### src/rtl/alu_pkg.sv
// Shared ALU widths and the result-entry record stored by alu_result_fifo.
// Flag fields are only populated when ALU_RES_FLAGS_EN is defined.
package alu_pkg;

    localparam int ALU_W = 8;
    localparam int SEL_W = 3;

    typedef struct packed {
        logic [ALU_W-1:0] data;
        logic             cout;
        logic [SEL_W-1:0] sel;
        logic             zero;
        logic             neg;
    } alu_entry_t;

    // Entry layout used when flag storage is compiled out.
    typedef struct packed {
        logic [ALU_W-1:0] data;
        logic             cout;
        logic [SEL_W-1:0] sel;
    } alu_core_t;

endpackage

### src/rtl/alu_result_fifo_if.sv
// Handshake and data bundle between an ALU producer, the result FIFO and its consumer.
// Both sides use valid/ready: a beat transfers on a rising edge where valid && ready; valid never waits on ready.
interface alu_result_fifo_if #(
    parameter int DEPTH = 4
);
    import alu_pkg::*;

    localparam int CW = $clog2(DEPTH) + 1;

    logic             in_valid;
    logic             in_ready;
    logic [ALU_W-1:0] alu_out;
    logic             alu_cout;
    logic [SEL_W-1:0] alu_sel;
    logic             out_valid;
    logic             out_ready;
    logic [ALU_W-1:0] out_data;
    logic             out_cout;
    logic [SEL_W-1:0] out_sel;
    logic             out_zero;
    logic             out_neg;
    logic [CW-1:0]    count;

    modport master (
        output in_valid, alu_out, alu_cout, alu_sel, out_ready,
        input  in_ready, out_valid, out_data, out_cout, out_sel, out_zero, out_neg, count
    );

    modport slave (
        input  in_valid, alu_out, alu_cout, alu_sel, out_ready,
        output in_ready, out_valid, out_data, out_cout, out_sel, out_zero, out_neg, count
    );

endinterface

### src/rtl/alu_flag_gen.sv
// Combinational zero/negative flag generation for one ALU result byte.
module alu_flag_gen
    import alu_pkg::*;
(
    input  logic [ALU_W-1:0] data,
    output logic             zero,
    output logic             neg
);

    assign zero = (data == '0);
    assign neg  = data[ALU_W-1];

endmodule

### src/rtl/alu_result_fifo.sv
// First-word fall-through FIFO of ALU results with occupancy count.
// Define ALU_RES_FLAGS_EN to compute and store zero/negative flags per entry.
module alu_result_fifo
    import alu_pkg::*;
#(
    parameter int DEPTH = 4
) (
    input  logic               clk,
    input  logic               rst_n,
    alu_result_fifo_if.slave   bus
);

    localparam int PW = $clog2(DEPTH);
    localparam int CW = $clog2(DEPTH) + 1;
    localparam logic [CW-1:0] FULL_CNT = CW'(DEPTH);

    logic [PW-1:0] wr_ptr;
    logic [PW-1:0] rd_ptr;
    logic [CW-1:0] count_q;
    logic          push;
    logic          pop;
    logic          not_empty;

    // Ready and valid depend only on the registered count, so nothing here
    // combinationally reaches from an input to an output.
    assign not_empty     = (count_q != '0);
    assign bus.in_ready  = (count_q < FULL_CNT);
    assign bus.out_valid = not_empty;
    assign bus.count     = count_q;
    assign push          = bus.in_valid && bus.in_ready;
    assign pop           = bus.out_ready && not_empty;

`ifdef ALU_RES_FLAGS_EN
    alu_entry_t mem [DEPTH];
    alu_entry_t wr_entry;
    logic       zero_w;
    logic       neg_w;

    alu_flag_gen u_flag_gen (
        .data (bus.alu_out),
        .zero (zero_w),
        .neg  (neg_w)
    );

    assign wr_entry = '{data: bus.alu_out, cout: bus.alu_cout, sel: bus.alu_sel,
                        zero: zero_w, neg: neg_w};
`else
    alu_core_t mem [DEPTH];
    alu_core_t wr_entry;

    assign wr_entry = '{data: bus.alu_out, cout: bus.alu_cout, sel: bus.alu_sel};
`endif

    always_ff @(posedge clk) begin
        if (!rst_n) begin
            wr_ptr  <= '0;
            rd_ptr  <= '0;
            count_q <= '0;
        end else begin
            if (push) begin
                mem[wr_ptr] <= wr_entry;
                wr_ptr      <= wr_ptr + 1'b1;
            end
            if (pop) begin
                rd_ptr <= rd_ptr + 1'b1;
            end
            case ({push, pop})
                2'b10:   count_q <= count_q + 1'b1;
                2'b01:   count_q <= count_q - 1'b1;
                default: count_q <= count_q;
            endcase
        end
    end

    // Head fields are forced to zero while empty so stale entries never leak.
    always_comb begin
        bus.out_data = '0;
        bus.out_cout = 1'b0;
        bus.out_sel  = '0;
        bus.out_zero = 1'b0;
        bus.out_neg  = 1'b0;
        if (not_empty) begin
            bus.out_data = mem[rd_ptr].data;
            bus.out_cout = mem[rd_ptr].cout;
            bus.out_sel  = mem[rd_ptr].sel;
`ifdef ALU_RES_FLAGS_EN
            bus.out_zero = mem[rd_ptr].zero;
            bus.out_neg  = mem[rd_ptr].neg;
`endif
        end
    end

endmodule

### src/flat_wrapper.sv
// flat-port wrapper written by rule: the top's interface ports become plain ports
module alu_result_fifo_flat import alu_pkg::*;
#(
    parameter int DEPTH = 4
)
  (clk, rst_n, bus_in_valid, bus_alu_out, bus_alu_cout, bus_alu_sel, bus_out_ready, bus_in_ready, bus_out_valid, bus_out_data, bus_out_cout, bus_out_sel, bus_out_zero, bus_out_neg, bus_count);
  alu_result_fifo_if #(.DEPTH(DEPTH)) bus_i ();
  input  logic clk;
  input  logic rst_n;
  input wire logic [$bits(bus_i.in_valid)-1:0] bus_in_valid;
  input wire logic [$bits(bus_i.alu_out)-1:0] bus_alu_out;
  input wire logic [$bits(bus_i.alu_cout)-1:0] bus_alu_cout;
  input wire logic [$bits(bus_i.alu_sel)-1:0] bus_alu_sel;
  input wire logic [$bits(bus_i.out_ready)-1:0] bus_out_ready;
  output wire logic [$bits(bus_i.in_ready)-1:0] bus_in_ready;
  output wire logic [$bits(bus_i.out_valid)-1:0] bus_out_valid;
  output wire logic [$bits(bus_i.out_data)-1:0] bus_out_data;
  output wire logic [$bits(bus_i.out_cout)-1:0] bus_out_cout;
  output wire logic [$bits(bus_i.out_sel)-1:0] bus_out_sel;
  output wire logic [$bits(bus_i.out_zero)-1:0] bus_out_zero;
  output wire logic [$bits(bus_i.out_neg)-1:0] bus_out_neg;
  output wire logic [$bits(bus_i.count)-1:0] bus_count;
  assign bus_i.in_valid = bus_in_valid;
  assign bus_i.alu_out = bus_alu_out;
  assign bus_i.alu_cout = bus_alu_cout;
  assign bus_i.alu_sel = bus_alu_sel;
  assign bus_i.out_ready = bus_out_ready;
  assign bus_in_ready = bus_i.in_ready;
  assign bus_out_valid = bus_i.out_valid;
  assign bus_out_data = bus_i.out_data;
  assign bus_out_cout = bus_i.out_cout;
  assign bus_out_sel = bus_i.out_sel;
  assign bus_out_zero = bus_i.out_zero;
  assign bus_out_neg = bus_i.out_neg;
  assign bus_count = bus_i.count;
  alu_result_fifo #(.DEPTH(DEPTH)) u_core (.clk(clk), .rst_n(rst_n), .bus(bus_i));
endmodule
### config.mk
export PLATFORM = sky130hd
export DESIGN_NAME = alu_result_fifo_flat
export DESIGN_NICKNAME = d
export VERILOG_FILES = /design/src/rtl/alu_pkg.sv /design/src/rtl/alu_result_fifo_if.sv /design/src/rtl/alu_flag_gen.sv /design/src/rtl/alu_result_fifo.sv /design/src/flat_wrapper.sv
export SDC_FILE = /design/constraint.sdc
export NUM_CORES = 1
export LEC_CHECK = 0
export ABC_AREA = 1
export CORE_MARGIN = 2
export CORE_UTILIZATION = 53
export DETAILED_ROUTE_END_ITERATION = 16
export PLACE_DENSITY = 0.74
export SETUP_SLACK_MARGIN = 0.4
export SLEW_MARGIN = 15
export SYNTH_ARGS = -nofsm -noshare
export SYNTH_HDL_FRONTEND = slang
export SYNTH_SLANG_ARGS = --single-unit
### constraint.sdc
create_clock -name clk -period 2.17 [get_ports clk]
set_clock_uncertainty 0.05 [all_clocks]
set_input_delay 0.434 -clock clk [delete_from_list [all_inputs] [get_ports clk]]
set_output_delay 0.434 -clock clk [all_outputs]
set_load 0.05 [all_outputs]
-- Yosys cells after proc, flatten, opt, wreduce, memory -nomap -nowiden
Memories as Yosys holds them, arrays and structs flattened. A register that Yosys moved wholly into a read port is not among the register bits.
Cells that the tools add are included.
- flip-flop bits (word level): 7
- latch bits: 0
- memory bits (writable): 48
- bits in read-only memories: 0
- input bits: 16
- output and inout port bits: 19
- logic and storage cells: 24
- memories: 1
- memories (name ; depth ; width ; read ports ; clocked after memory_dff ; write ports ; RTL line ; text):
    u_core.mem ; 4 ; 12 ; 1 ; 1 ; 1 ; alu_result_fifo.sv:48 ; alu_core_t mem [DEPTH];
- add/sub/neg operators: 4
- multipliers: 0
- div/mod/pow operators: 0
- $lt $le $gt $ge: 1
- eq/ne operators: 2
- shift operators: 0
- muxes and demuxes: 9
- bitwise gates (word level): 0
- reduce and logical (&&, ||, !) cells: 4
- operators with widths (cell ; number):
    $mux 8 ; 1
    $pmux 3 s2 ; 1
    $add 2x1->2 const B ; 2
    $mux 1 ; 4
    $mux 2 ; 2
    $add 3x1->3 const B ; 1
    $lt 3x3->1 const B ; 1
    $mux 3 ; 1
    $reduce_bool 3->1 ; 1
    $sub 3x1->3 const B ; 1
    $eq 2x1->1 const B ; 1
    $eq 2x2->1 const B ; 1
    $logic_and 1x1->1 ; 2
    $reduce_bool 2->1 ; 1

-- Longest topological paths before layout
Gate-level depths: netlist of run 1.
- depth after elaboration: 5
- gate-level depth with buffers: 13
- depth with buffers taken out: 13

-- Least setup slack after synthesis of run 1
Ideal clock, no wire load.
- kind: register -> output
- start point: reg u_core.count_q[0] (netlist: u_core.bus.count[0])
- end point: out bus_out_data[0]
- data arrival time: 2.081 ns
- required time: 1.686 ns
- setup slack: -0.395 ns
- cell stages (with the launch flop): 6
- buffers on the path: 1
- cells stage by stage: dfxtp_1 -> inv_2 -> nand2_2 -> inv_1 -> buf_2 -> a21oi_1
- longest elaborated chain between the ends: 2
- RTL lines (item ; RTL line ; text):
    start, declared ; alu_result_fifo.sv:19 ; logic [CW-1:0] count_q;
    start signal, assigned ; alu_result_fifo.sv:68 ; 2'b10: count_q <= count_q + 1'b1;
    start signal, assigned ; alu_result_fifo.sv:69 ; 2'b01: count_q <= count_q - 1'b1;
    start signal, assigned ; alu_result_fifo.sv:70 ; default: count_q <= count_q;
    $reduce_bool 3->1 ; alu_result_fifo.sv:26 ; assign not_empty = (count_q != '0);
    via bus_out_valid ; flat_wrapper.sv:16 ; output wire logic [$bits(bus_i.out_valid)-1:0] bus_out_valid;
    $mux 8 ; alu_result_fifo.sv:82 ; if (not_empty) begin
    end, declared ; flat_wrapper.sv:17 ; output wire logic [$bits(bus_i.out_data)-1:0] bus_out_data;
The timed path passes the listed nets, and every way through them passes these cells.

==> flow_metrics.env, run 1 <==
export IMPL_synth_fa_ha_area_share_pct=3.33
export IMPL_drt_iter0_markers=154
export IMPL_clk_latency_ns=0.34
export IMPL_drv_slew=0
export IMPL_crit_chain="buf_16 > nor2_2 > nor2_1 > o21ai_2 > a21oi_4 > buf_6"
export IMPL_first_global_vias=1632
export IMPL_setup_viol=0
export IMPL_cp_max_fo=8
export IMPL_hpwlAfterDp_microns=2940
export IMPL_crit_path_top_delay_cell="dfxtp_4"
export IMPL_clock_sinks=57
export IMPL_syn_area_sq_um=2480
export IMPL_synthMuxAreaShare_pct=0
export IMPL_die_x_microns=72.4
export IMPL_synth_compound_area_share_pct=9.09
export IMPL_final_period_utilization_pct=90.7
export IMPL_portBuffers=32
export IMPL_fmax_mhz=508
export IMPL_peakVddDrop_mv=0.879
export IMPL_cp_arrival_ns=1.48
export IMPL_ys_seq_area_share_pct=65.5
export IMPL_fin_nets=284
export IMPL_drt_pass1_iterations=5
export IMPL_start_util_pct=56.1
export IMPL_drv_cap=0
export IMPL_post_drt_wl_per_cell_microns=16.1
export IMPL_diodes=0
export IMPL_gp_congestion=0.802
export IMPL_min_period_ns=1.97
export IMPL_dieHeight_microns=72.4
export IMPL_vias_per_cell=5.17
export IMPL_h_tree_depth=3
export IMPL_startpoint_type="flip-flop"
export IMPL_grt_max_degree=25
export IMPL_hold_depth=3
export IMPL_final_hold_violation_count=0
export IMPL_core_area_sq_um=4410
export IMPL_cts_buffers=9
export IMPL_status="complete, no violations"
export IMPL_pin_count=35
export IMPL_vias=1650
export IMPL_p_per_area_nw_per_um2=1360
export IMPL_grt_pass1_wl_microns=8060
export IMPL_cp_data_required_time_ns=1.69
export IMPL_die_area_sq_um=5240
export IMPL_drc=0
export IMPL_synthTopCellsByArea="edfxtp_1, nor2_2, dfxtp_1, nor2_1, o21ai_1"
export IMPL_synth_simple_area_share_pct=14.5
export IMPL_synth_cells=212
export IMPL_hold_ws_ns=0.396
export IMPL_hp_class="input pin to flip-flop"
export IMPL_r2r_cells=12
export IMPL_drive_gt1_share_pct=48.3
export IMPL_ys_types=19
export IMPL_p_leak_nw=1.25
export IMPL_cts_tree="built"
export IMPL_grt_overflow=0
export IMPL_synth_warnings=0
export IMPL_setup_worst_path_end_class="output port"
export IMPL_fp_row_count=24
export IMPL_critical_path_class="flip-flop to output port"
export IMPL_cpPeakStageDelay_ns=0.42
export IMPL_clk_path_buf_depth=2
export IMPL_synth_top_area_share_pct=58.2
export IMPL_root_buffer="clkbuf_8"
export IMPL_r2r_slack_ns=0.48
export IMPL_post_synth_xor_area_fraction_pct=0
export IMPL_synth_top_family_by_area="simple AND/OR/NAND/NOR gates"
export IMPL_avgSynthCellArea_sq_um=11.7
export IMPL_area_growth_pct=39.4
export IMPL_routed_wl_microns=5130
export IMPL_ctsHoldBuffers=0
export IMPL_clk_pin_slew_ns=0.06
export IMPL_grt_use_total_pct=21.7
export IMPL_antenna_left=0
export IMPL_rsz0062_at_grt="yes"
export IMPL_synth_area_leader_cell="edfxtp_1"
export IMPL_ys_seq_elements=57
export IMPL_totalNegativeSetupSlack_ns=0
export IMPL_antenna_found_initial=0
[cell usage after synthesis, drive strengths merged]
library cell	count
a21oi	17
buf	10
conb	1
dfxtp	9
edfxtp	48
fa	1
ha	5
inv	19
nand2	12
nand3	4
nor2	58
o21ai	28
[repair_timing]
action | 4_1_cts | 5_1_grt
pin swaps | 0 | 7
setup endpoints to repair | 18 | 13
resized for setup | 44 | 25
gates cloned | 1 | 1
setup buffers | 1 | 4
[critical path: cells and delay by family (launching register included)]
| kind | cells | cell delay (ns) |
|---|---|---|
| AOI/OAI and AO/OA | 2 | 0.23 |
| buffers and inverters | 2 | 0.33 |
| DFF | 1 | 0.42 |
| and+or+nand+nor | 2 | 0.17 |
[sequential cells by signal, summed over array words and instances (netlist names), named ones only]
| signal | count |
|---|---|
| u_core.bus.count | 3 |
| u_core.mem | 48 |
| u_core.rd_ptr | 2 |
| u_core.wr_ptr | 2 |
[worst paths after layout]
path | end | from
worst min register to register | flip-flop | u_core.rd_ptr[1]$_SDFFE_PN0P_
worst min-delay path | flip-flop | bus_out_ready
worst max-delay path | bus_out_data[6] | flip-flop
worst max register to register | u_core.bus.count[2]$_SDFFE_PN0P_ | u_core.bus.count[2]$_SDFFE_PN0P_
[metrics by stage]
stage / power [mW] / cells / setup slack (ns) / instance area, sq um / util [%]
6_report: 4.70 / 319 / 0.201 / 3450 / 78.3
5_1_grt: 4.95 / 319 / 0.0883 / 3450 / 78.3
4_1_cts: 4.60 / 314 / 0.185 / 3330 / 75.5
3_5_place_dp: 3.53 / 296 / 0.0212 / 3030 / 68.6
3_3_place_gp: 3.50 / 296 / 0.0865 / 3030 / 68.6
2_1_floorplan: 3.05 / 213 / 0.255 / 2660 / -
[cell type report]
type	instances	area, sq um
Clock buffer	13	159
Clock inverter	3	15.0
Fill cell	265	960
Inverter	19	87.6
Multi-Input combinational cell	127	927
Sequential cell	57	1640
Tap cell	52	65.1
Timing Repair Buffer	47	553
Timing Repair inverter	1	11.3
[layout by cell type, fill, tap and decap left out, types with 3 or more instances in the layout]
cell and count:
ha_1 4, dfxtp_4 4, a21oi_1 5, buf_6 14, clkbuf_8 11, dlygate4sd2_1 3
nand2_1 10, inv_2 5, buf_12 6, o21ai_0 5, clkdlybuf4s50_1 14, inv_1 12
clkinv_2 3, a21oi_4 10, o21ai_1 6, edfxtp_1 48, o21ai_2 17, nand3_1 3
nor2_1 18, dfxtp_1 5, nor2_2 38, buf_4 5
[per-layer routing]
| metal | GRT usage, % | wire, microns | up-vias | share of wire (%) |
|---|---|---|---|---|
| met2 | 35.4 | 2670 | 49 | 52 |
| li1 | - | - | 820 | - |
| met1 | 26.8 | 2080 | 770 | 41 |
| met3 | 5.83 | 274 | 11 | 5.3 |
| met5 | 0 | 0 | - | 0 |
| met4 | 11.1 | 101 | 0 | 2.0 |
[power breakdown]
| group | switching (mW) | total [mW] | internal [mW] |
|---|---|---|---|
| clock | 0.392 | 0.863 | 0.471 |
| combinational | 1.56 | 2.44 | 0.889 |
| sequential | 0.0784 | 1.39 | 1.31 |
| total | 2.03 | 4.70 | 2.67 |
[logic make-up (layout without fill, tap and decap cells)]
logic type | Yosys count | after routing
AOI/OAI and AO/OA | 45 | 45
adders and majority gates | 6 | 6
buffers and inverters | 29 | 83
DFF | 57 | 57
other | 1 | 2
and+or+nand+nor | 74 | 74
(Power assumes the default switching activity.)
==> run 2, diff against run 1 <==
- SKIP_CTS_REPAIR_TIMING: not set -> 1
==> flow_metrics.env, run 2 (synthesis results as in run 1) <==
export IMPL_cts_buffers=9
export IMPL_cp_num_cells=6
export IMPL_peakVddDrop_mv=0.876
export IMPL_fmax_mhz=506
export IMPL_dieHeight_microns=72.4
export IMPL_cp_data_required_time_ns=1.69
export IMPL_top_register="u_core.mem"
export IMPL_fin_nets=281
export IMPL_core_area_sq_um=4410
export IMPL_crit_path_top_delay_cell="dfxtp_4"
export IMPL_grt_overflow=0
export IMPL_crit_chain="buf_12 > nor2_1 > nor2_1 > o21ai_0 > a21oi_2 > buf_6"
export IMPL_post_place_ws_ns=0.0212
export IMPL_grt_use_total_pct=20.7
export IMPL_dp_cells=296
export IMPL_cp_max_fo=16
export IMPL_start_util_pct=56.1
export IMPL_clk_latency_ns=0.34
export IMPL_drt_pass1_iterations=4
export IMPL_min_period_ns=1.97
export IMPL_routed_wl_microns=4670
export IMPL_die_x_microns=72.4
export IMPL_grt_max_degree=25
export IMPL_area_growth_pct=33.7
export IMPL_final_hold_violation_count=0
export IMPL_drc=0
export IMPL_regToRegStartpoint="u_core.bus.count[2]$_SDFFE_PN0P_"
export IMPL_hold_depth=3
export IMPL_cp_arrival_ns=1.49
export IMPL_hpwlAfterDp_microns=2940
export IMPL_final_common_cell="edfxtp_1"
export IMPL_pin_count=35
export IMPL_cts_tree="built"
export IMPL_setup_worst_path_end_class="output port"
export IMPL_h_tree_depth=3
export IMPL_drt_iter0_markers=172
export IMPL_drv_cap=0
export IMPL_portBuffers=32
export IMPL_crit_top_cell="nor2_1"
export IMPL_first_global_vias=1587
export IMPL_startpoint_type="flip-flop"
export IMPL_r2r_cells=12
export IMPL_largest_register_ffs=48
export IMPL_crit_buf_inv=2
export IMPL_finalPower_mw=4.52
export IMPL_hold_ws_ns=0.395
export IMPL_setup_viol=0
export IMPL_mostFrequentLayoutCells="edfxtp_1, nor2_2, nor2_1, o21ai_1, clkdlybuf4s50_1"
export IMPL_final_period_utilization_pct=91.0
export IMPL_gp_congestion=0.802
export IMPL_regToRegEndpoint="u_core.bus.count[2]$_SDFFE_PN0P_"
export IMPL_clock_sinks=57
export IMPL_clk_pin_slew_ns=0.06
export IMPL_antenna_found_initial=0
export IMPL_cpPeakStageDelay_ns=0.39
export IMPL_placed_cell_area_sq_um=3030
export IMPL_diodes=0
export IMPL_fp_row_count=24
export IMPL_status="complete, no violations"
export IMPL_layout_setup_ws_ns=0.195
export IMPL_hp_class="input pin to flip-flop"
export IMPL_vias=1603
export IMPL_p_leak_nw=1.24
export IMPL_critical_path_class="flip-flop to output port"
export IMPL_grt_pass1_wl_microns=7690
export IMPL_stdcell_area_sq_um=3310
export IMPL_die_area_sq_um=5240
export IMPL_slew_headroom_pct=66.8
export IMPL_post_drt_wl_per_cell_microns=14.8
export IMPL_crit_family="flip-flops"
export IMPL_worstMarginPinSlew_ns=0.498
export IMPL_antenna_left=0
export IMPL_drive_gt1_share_pct=39.8
export IMPL_r2r_slack_ns=0.49
export IMPL_instances_no_fill=316
export IMPL_p_per_area_nw_per_um2=1370
export IMPL_clk_path_buf_depth=2
export IMPL_vias_per_cell=5.07
export IMPL_drv_slew=0
export IMPL_rsz0062_at_grt="yes"
export IMPL_root_buffer="clkbuf_8"
export IMPL_hold_path_startpoint="bus_out_ready"
run 2: layer usage:
| metal | wire [microns] | track usage (%) |
|---|---|---|
| met1 | 1990 | 25.3 |
| met2 | 2400 | 33.4 |
| met3 | 186 | 5.83 |
| met4 | 93 | 11.1 |
| met5 | 0 | 0 |
run 2: through the flow:
stage / utilization (%) / TNS [ns]
finish: 75.0 / 0
global route: 75.0 / 0
CTS: 72.5 / -0.0244
detailed placement: 68.6 / 0
global placement: 68.6 / 0
floorplan: - / 0
run 2: how the worst max path moves through the flow:
stage	endpoint	slack [ns]	from
after floorplan	u_core.bus.count[2]$_SDFFE_PN0P_	0.25	u_core.bus.count[2]$_SDFFE_PN0P_
after global placement	u_core.bus.count[2]$_SDFFE_PN0P_	0.09	bus_out_ready
after detailed placement	u_core.bus.count[2]$_SDFFE_PN0P_	0.02	bus_out_ready
after CTS	bus_out_data[7]	-0.02	flip-flop
after global routing	bus_out_cout	0.10	flip-flop
final	bus_out_data[7]	0.20	flip-flop
run 2: area by class of cell:
cell class / count / area, sq um
Clock buffer: 13 / 159
Clock inverter: 3 / 15.0
Fill cell: 285 / 1100
Inverter: 19 / 77.6
Multi-Input combinational cell: 127 / 847
Sequential cell: 57 / 1640
Tap cell: 52 / 65.1
Timing Repair Buffer: 45 / 512
run 2: worst register-to-register path, delay by kind of cell, from the launching register on:
| kind | cells | cell delay, ns |
|---|---|---|
| flops | 1 | 0.35 |
| fa+ha+maj | 2 | 0.46 |
| simple gates | 6 | 0.36 |
| buf+inv | 4 | 0.37 |
run 2: power by group:
part           internal [mW]  switching, mW
clock network          0.471          0.395
registers               1.31         0.0662
logic                  0.809           1.47
